`config.mk`:
```
export PLATFORM = sky130hd
export DESIGN_NAME = uart_packet_receiver
export DESIGN_NICKNAME = d
export VERILOG_FILES = /design/src/rtl/uart_packet_receiver.sv
export SDC_FILE = /design/constraint.sdc
export NUM_CORES = 1
export LEC_CHECK = 0
export CORE_UTILIZATION = 35
export CTS_BUF_LIST = sky130_fd_sc_hd__clkbuf_2
export CTS_CLUSTER_SIZE = 8
export DETAILED_ROUTE_END_ITERATION = 6
export DONT_BUFFER_PORTS = 1
export SLEW_MARGIN = 40
export SYNTH_ARGS = -nofsm -noshare
export SYNTH_HDL_FRONTEND = slang
export SYNTH_SLANG_ARGS = --single-unit
```
`constraint.sdc`:
```
create_clock -name clk -period 2.6 [get_ports clk]
set_input_delay 0.65 -clock clk [delete_from_list [all_inputs] [get_ports clk]]
set_output_delay 0.65 -clock clk [all_outputs]
set_load 0.01 [all_outputs]
```
`src/rtl/uart_packet_receiver.sv`:
```
// uart_packet_receiver
// Front end of the Simon cipher top. It deserialises an 8N1 UART line and
// assembles NUM_BYTES command bytes into one wide word. The first byte lands
// in the most significant byte. The word is published with a frame_done
// level. A bad stop bit or an over-long gap between bytes discards the
// partial packet and pulses frame_err.

module uart_packet_receiver #(
    parameter int CLK_FREQ     = 100_000_000,
    parameter int BAUD         = 9600,
    parameter int NUM_BYTES    = 13,
    parameter int TIMEOUT_BITS = 20
) (
    input  logic                     clk,
    input  logic                     rst,
    input  logic                     rxd_in,
    output logic [8*NUM_BYTES-1:0]   data,
    output logic                     frame_done,
    output logic                     frame_err,
    output logic [3:0]               byte_count
);

    // ------------------------------------------------------------------
    // Derived constants
    // ------------------------------------------------------------------
    localparam int CLKS_PER_BIT   = CLK_FREQ / BAUD;
    localparam int HALF_BIT       = CLKS_PER_BIT / 2;
    localparam int CNT_W          = $clog2(CLKS_PER_BIT);
    localparam int TIMEOUT_CYCLES = TIMEOUT_BITS * CLKS_PER_BIT;
    localparam int TMR_W          = $clog2(TIMEOUT_CYCLES + 1);
    localparam int DATA_W         = 8 * NUM_BYTES;

    localparam logic [CNT_W-1:0] HALF_LAST = CNT_W'(HALF_BIT - 1);
    localparam logic [CNT_W-1:0] BIT_LAST  = CNT_W'(CLKS_PER_BIT - 1);
    localparam logic [TMR_W-1:0] TMR_LAST  = TMR_W'(TIMEOUT_CYCLES - 1);
    localparam logic [3:0]       LAST_BYTE = 4'(NUM_BYTES - 1);

    // Bit-level receiver states
    localparam logic [1:0] S_IDLE  = 2'd0;
    localparam logic [1:0] S_START = 2'd1;
    localparam logic [1:0] S_DATA  = 2'd2;
    localparam logic [1:0] S_STOP  = 2'd3;

    // ------------------------------------------------------------------
    // Signals
    // ------------------------------------------------------------------
    logic             rx_meta_q;
    logic             rx_sync_q;

    logic [1:0]       state_q,      state_d;
    logic [CNT_W-1:0] clk_cnt_q,    clk_cnt_d;
    logic [2:0]       bit_idx_q,    bit_idx_d;
    logic [7:0]       rx_byte_q,    rx_byte_d;
    logic             byte_valid_q, byte_valid_d;
    logic             stop_err_q,   stop_err_d;
    logic             start_ok;

    logic [TMR_W-1:0] tmr_q,        tmr_d;
    logic             timeout;

    logic [DATA_W-9:0] shift_q;
    logic [DATA_W-1:0] data_q;
    logic              frame_done_q;
    logic              frame_err_q;
    logic [3:0]        byte_count_q;

    // Two-flop synchroniser; the line idles high so both flops reset to 1.
    // NOTE: sequential state is written with <= so every flop samples the
    // pre-edge values of the others, exactly like the hardware.
    always_ff @(posedge clk) begin
        if (!rst) begin
            rx_meta_q <= 1'b1;
            rx_sync_q <= 1'b1;
        end else begin
            rx_meta_q <= rxd_in;
            rx_sync_q <= rx_meta_q;
        end
    end

    // Bit FSM next state: validate the start bit at mid-bit, then take eight
    // mid-bit data samples LSB first, then judge the stop bit.
    // NOTE: every signal driven here gets a default first, so no path can
    // leave it unassigned and infer a latch.
    always_comb begin
        state_d      = state_q;
        clk_cnt_d    = clk_cnt_q;
        bit_idx_d    = bit_idx_q;
        rx_byte_d    = rx_byte_q;
        byte_valid_d = 1'b0;
        stop_err_d   = 1'b0;
        start_ok     = 1'b0;

        case (state_q)
            S_IDLE: begin
                clk_cnt_d = '0;
                bit_idx_d = '0;
                if (!rx_sync_q) begin
                    state_d = S_START;
                end
            end

            S_START: begin
                if (clk_cnt_q == HALF_LAST) begin
                    clk_cnt_d = '0;
                    if (!rx_sync_q) begin
                        start_ok = 1'b1;
                        state_d  = S_DATA;
                    end else begin
                        // Low pulse shorter than half a bit: ignore it.
                        state_d = S_IDLE;
                    end
                end else begin
                    clk_cnt_d = clk_cnt_q + 1'b1;
                end
            end

            S_DATA: begin
                if (clk_cnt_q == BIT_LAST) begin
                    clk_cnt_d = '0;
                    rx_byte_d = {rx_sync_q, rx_byte_q[7:1]};
                    if (bit_idx_q == 3'd7) begin
                        state_d = S_STOP;
                    end else begin
                        bit_idx_d = bit_idx_q + 1'b1;
                    end
                end else begin
                    clk_cnt_d = clk_cnt_q + 1'b1;
                end
            end

            S_STOP: begin
                if (clk_cnt_q == BIT_LAST) begin
                    clk_cnt_d = '0;
                    state_d   = S_IDLE;
                    if (rx_sync_q) begin
                        byte_valid_d = 1'b1;
                    end else begin
                        stop_err_d = 1'b1;
                    end
                end else begin
                    clk_cnt_d = clk_cnt_q + 1'b1;
                end
            end

            default: begin
                state_d = S_IDLE;
            end
        endcase
    end

    // Bit FSM registers, including the one-cycle byte/stop-error strobes.
    always_ff @(posedge clk) begin
        if (!rst) begin
            state_q      <= S_IDLE;
            clk_cnt_q    <= '0;
            bit_idx_q    <= '0;
            rx_byte_q    <= '0;
            byte_valid_q <= 1'b0;
            stop_err_q   <= 1'b0;
        end else begin
            state_q      <= state_d;
            clk_cnt_q    <= clk_cnt_d;
            bit_idx_q    <= bit_idx_d;
            rx_byte_q    <= rx_byte_d;
            byte_valid_q <= byte_valid_d;
            stop_err_q   <= stop_err_d;
        end
    end

    // Inter-byte timer. It only runs while a packet is partially received
    // and the line sits idle. A start bit in the expiry cycle takes
    // precedence over the timeout.
    always_comb begin
        timeout = 1'b0;
        tmr_d   = '0;
        if (state_q == S_IDLE && rx_sync_q && byte_count_q != 4'd0) begin
            if (tmr_q == TMR_LAST) begin
                timeout = 1'b1;
            end else begin
                tmr_d = tmr_q + 1'b1;
            end
        end
    end

    // Timer register.
    always_ff @(posedge clk) begin
        if (!rst) begin
            tmr_q <= '0;
        end else begin
            tmr_q <= tmr_d;
        end
    end

    // Packet assembler: collect bytes, publish the full word on the last
    // byte, and discard the partial packet on a stop-bit error or timeout.
    // The published word is never touched by a partial packet.
    always_ff @(posedge clk) begin
        if (!rst) begin
            shift_q      <= '0;
            data_q       <= '0;
            frame_done_q <= 1'b0;
            frame_err_q  <= 1'b0;
            byte_count_q <= '0;
        end else begin
            frame_err_q <= 1'b0;

            if (byte_valid_q) begin
                if (byte_count_q == LAST_BYTE) begin
                    data_q       <= {shift_q, rx_byte_q};
                    frame_done_q <= 1'b1;
                    byte_count_q <= '0;
                end else begin
                    shift_q      <= {shift_q[DATA_W-17:0], rx_byte_q};
                    byte_count_q <= byte_count_q + 4'd1;
                end
            end else if (stop_err_q || timeout) begin
                byte_count_q <= '0;
                frame_err_q  <= 1'b1;
            end

            // A validated first start bit marks a new packet, so the old one
            // is no longer fresh.
            if (start_ok && byte_count_q == 4'd0) begin
                frame_done_q <= 1'b0;
            end
        end
    end

    assign data       = data_q;
    assign frame_done = frame_done_q;
    assign frame_err  = frame_err_q;
    assign byte_count = byte_count_q;

endmodule

```
# Yosys cells after proc, flatten, opt, wreduce, memory -nomap -nowiden
# Index checks and enable logic that the tools add are counted.
# word_totals
register_bits	255
output_inout_bits	110
elab_cells	77
# op_classes
addsub	4
n_eq_ne	14
n_mux	23
bitwise	3
n_reduce_logical	19
# op_table
cell	n
14-bit case mux with 3 select lines	1
14-bit 2-to-1 mux	2
18-bit by 1-bit adder with 18-bit output (second input constant)	1
18-bit == test (second input constant)	1
14-bit by 1-bit adder with 14-bit output (second input constant)	1
14-bit by 13-bit == test with 1-bit output (second input constant)	1
14-bit == test (second input constant)	1
2-bit 2-to-1 mux	6
4-bit 2-to-1 mux	3
2-bit != test (second input constant)	6
2-bit case mux with 4 select lines	1
1-bit 2-to-1 mux	7
3-bit 2-to-1 mux	2
3-bit case mux with 2 select lines	1
2-bit AND reduction	3
3-bit AND reduction	2
2-bit OR reduction	3
5-bit AND reduction	1
4-bit by 1-bit adder with 4-bit output (second input constant)	1
2-bit == test (second input constant)	2
4-bit == test (second input constant)	1
4-bit zero test	1
2-bit nonzero test	2
4-bit nonzero test	1
other kinds (8)	12

# Logic depth before layout (Yosys ltp)
# logic_depth
ltp_word	7
ltp_mapped	9
depth_no_buf	6

# Worst setup path after synthesis
# No wires, ideal clock.
# synth_timing
path_type	flip-flop to flip-flop
start	register byte_count_q[0] (netlist: byte_count[0])
end	register shift_q[40]
setup_time_ps	70
arrival_time_ps	1823
setup_slack_ps	707
path_stages_with_launch	10
n_path_buf	3
path_cell_list	dfxtp_1 > inv_1 > ha_1 > nand3_1 > and2_1 > buf_2 > clkbuf_1 > buf_1 > nand2_1 > a21oi_1
# synth_between
elab_chain_cells	3
# synth_rtl
item	line	source
start, declared	65	logic [3:0] byte_count_q;
start signal, assigned	214	byte_count_q <= byte_count_q + 4'd1;
4-bit == test	208	if (byte_count_q == LAST_BYTE) begin
1-bit inverter (no source line)	--	
2-bit AND reduction (no source line)	--	
end signal, assigned	213	shift_q <= {shift_q[DATA_W-17:0], rx_byte_q};
end, declared	61	logic [DATA_W-9:0] shift_q;
# No other way between the ends.
# A chain may end at the register's enable or synchronous reset.

# Final worst setup path
# layout_timing
start	register byte_count_q[0] (netlist: byte_count[0])
end	register byte_count_q[2] (netlist: byte_count[2])
# layout_between
elab_chain_cells	5
word_cells_on_any_way	9
# layout_rtl
item
parallel branches: the longest is 5 deep, another holds 4-bit by 1-bit adder with 4-bit output
# Several ways; the timed one is not identified.

==> results.cfg <==
[placement]
port_buffers = 0
place_congestion = 0.799
dp_hpwl_um = 13300
dp.cells = 1417
post_dp_cell_area_um2 = 9580

[clocking]
htreeDepth = 3
post-cts-setup-buffers = 0
cts_tree = built
numCtsBuffers = 69
clk_pin_slew_ns = 0.09
clock_latency_ns = 0.82
ctsResizeCount = 0
cts-root-buf = clkbuf_2
cts.sinks = 255
cts_max_path_buffers = 3

[finish]
instances_no_fill = 1536
post-route-util = 0.393
finalNetCount = 1167
finalInstanceArea_um2 = 10200
drive_above_1_share = 0.108
area_growth_pct = 10.3

[sta]
final.setup.tns_ns = 0
fmax_mhz = 480
slew_headroom = 0.551
period_share = 0.801
slew_violations = 0
clock_skew_ns = 0.0817
post-route-min-period_ns = 2.08
hold_violations = 0
worstMarginPinSlew_ns = 0.671
setup_viol = 0
rsz0062_at_grt = no

[setup_path]
endpoint_kind = flip-flop
crit_required_ns = 3.26
path_max_fanout = 6
critical_path_class = reg2reg
worstPathArrival_ns = 2.75
start_kind = flip-flop

[status]
status = complete, no violations

[synthesis]
synth_warnings = 0
synthArstFlopShare = 0
synth_largest_area_cell = dfxtp_1
synthTopCellsByArea = dfxtp_1, nand2_1, a21oi_1
synth_seq_cells = 255
synthCells = 1144
yosys.cell_types.count = 52
synth_commonest_cells = nand2_1, dfxtp_1, a21oi_1, clkbuf_1, nor2_1
syn_area_um2 = 9260
syn_nets = 1154
yosysMostFrequentCell = nand2_1
synth_seq_area_share = 0.551
avgSynthCellArea_um2 = 8.10
synth_top_area_frac = 0.551
synth_ff_type = dfxtp_1
synth_edf_count = 0

[route]
vias = 7516
drt-initial-drc-count = 460
post_drt_wl_per_cell_um = 14.0
wl_um = 21500
viasPerCell = 4.89
postRouteAntennaNets = 0
drtPass1Iterations = 5
drc_errors = 0

[floorplanning]
rows = 59
initial_utilization = 0.357
core_um2 = 26000
die_w_um = 165
die_area_um2 = 27100
die_y_um = 165
ios = 113

[pwr]
powerDensity_nw_per_um2 = 655
peakVddDrop_mv = 0.317
p_leak_nw = 3.35
p_total_mw = 6.69

[global_route]
grt.total_usage = 0.157
antenna_found_initial = 1
grt_pass1_wl_um = 34100
grt_start_max_net_pins = 108
overflow = 0
grt_pass1_vias = 6887

[hold_path]
holdCritPathClass = in2reg

[flow_run]
max_cap_viol_count = 0
-- path summary, 6_finish.rpt --
kind,start,to,slack (ns),cells past startpoint
worst max-delay path,byte_count[0],byte_count[2],0.52,6
worst min-delay path,rst,rx_byte_q[4],0.08,2
worst max register to register,byte_count[0],byte_count[2],0.52,6
worst min register to register,rx_meta_q,rx_sync_q,0.41,1
-- timing repair --
action | CTS | global route
endpoints found under the hold margin | 11 | 4
hold buffers | 3 | 1
setup endpoints to repair | 0 | 0
-- cell families after synthesis --
kind of cell / Yosys count / synth area share
fa+ha+maj: 7 / 0.00945
simple gates: 534 / 0.242
flops: 255 / 0.551
compound gates: 229 / 0.129
buf+inv: 87 / 0.0370
mux: 9 / 0.00972
xor+xnor: 23 / 0.0217
-- area by class of cell --
cell class | instances | area (um2)
fill | 2791 | 15800
sequential | 255 | 5100
multi-input combinational | 802 | 3830
clock buffer | 103 | 515
tap | 335 | 419
timing repair buffer | 16 | 205
clock inverter | 11 | 81.3
inverter | 13 | 53.8
antenna | 1 | 2.50
-- power by group --
| group | leakage [nW] | internal, mW | switching (mW) |
|---|---|---|---|
| Combinational | 0.836 | 0.0136 | 0.0622 |
| Clock | 0.462 | 1.14 | 1.57 |
| Sequential | 2.05 | 3.90 | 0.00253 |
-- sequential cells by signal (all words and copies together), names as in the netlist, 3 cells and up, named ones only --
signal      flops
shift_q        96
clk_cnt_q      14
tmr_q          18
byte_count      4
bit_idx_q       3
rx_byte_q       8
data          104
-- cell usage in the layout, fill, tap and decap left out, types with 5 or more instances in the layout --
master,n
nand2_1,424
nand4_1,7
nand3_1,18
xnor2_1,14
ha_1,7
clkinv_1,5
buf_4,6
inv_1,12
xor2_1,9
buf_12,6
and3_1,6
dfxtp_1,255
mux2i_1,9
nor3_1,19
nor4_1,5
nor2_1,22
a21oi_1,205
clkbuf_2,103
-- per-stage QoR --
stage	setup slack, ns	hold slack [ns]
2_1_floorplan	0.707	0.386
3_3_place_gp	0.556	0.397
3_5_place_dp	0.505	0.397
4_1_cts	0.477	0.00104
5_1_grt	0.350	0.0177
6_report	0.518	0.0831
-- metal layers --
layer  routed length, um  up-vias  GRT usage
met4                 418        0     0.0659
li1                    -     3838          -
met3                1290       39     0.0467
met1               10100     3471      0.203
met5                   0        -          0
met2                9760      168      0.243
-- critical path: stages, from the launching register on --
cell and delay [ns]:
dfxtp_1 0.41, inv_1 0.13, ha_1 0.19, or3b_1 0.42
and3_1 0.22, a311o_1 0.37, a311oi_1 0.27
Note: power is estimated with default switching activity, not from simulation.
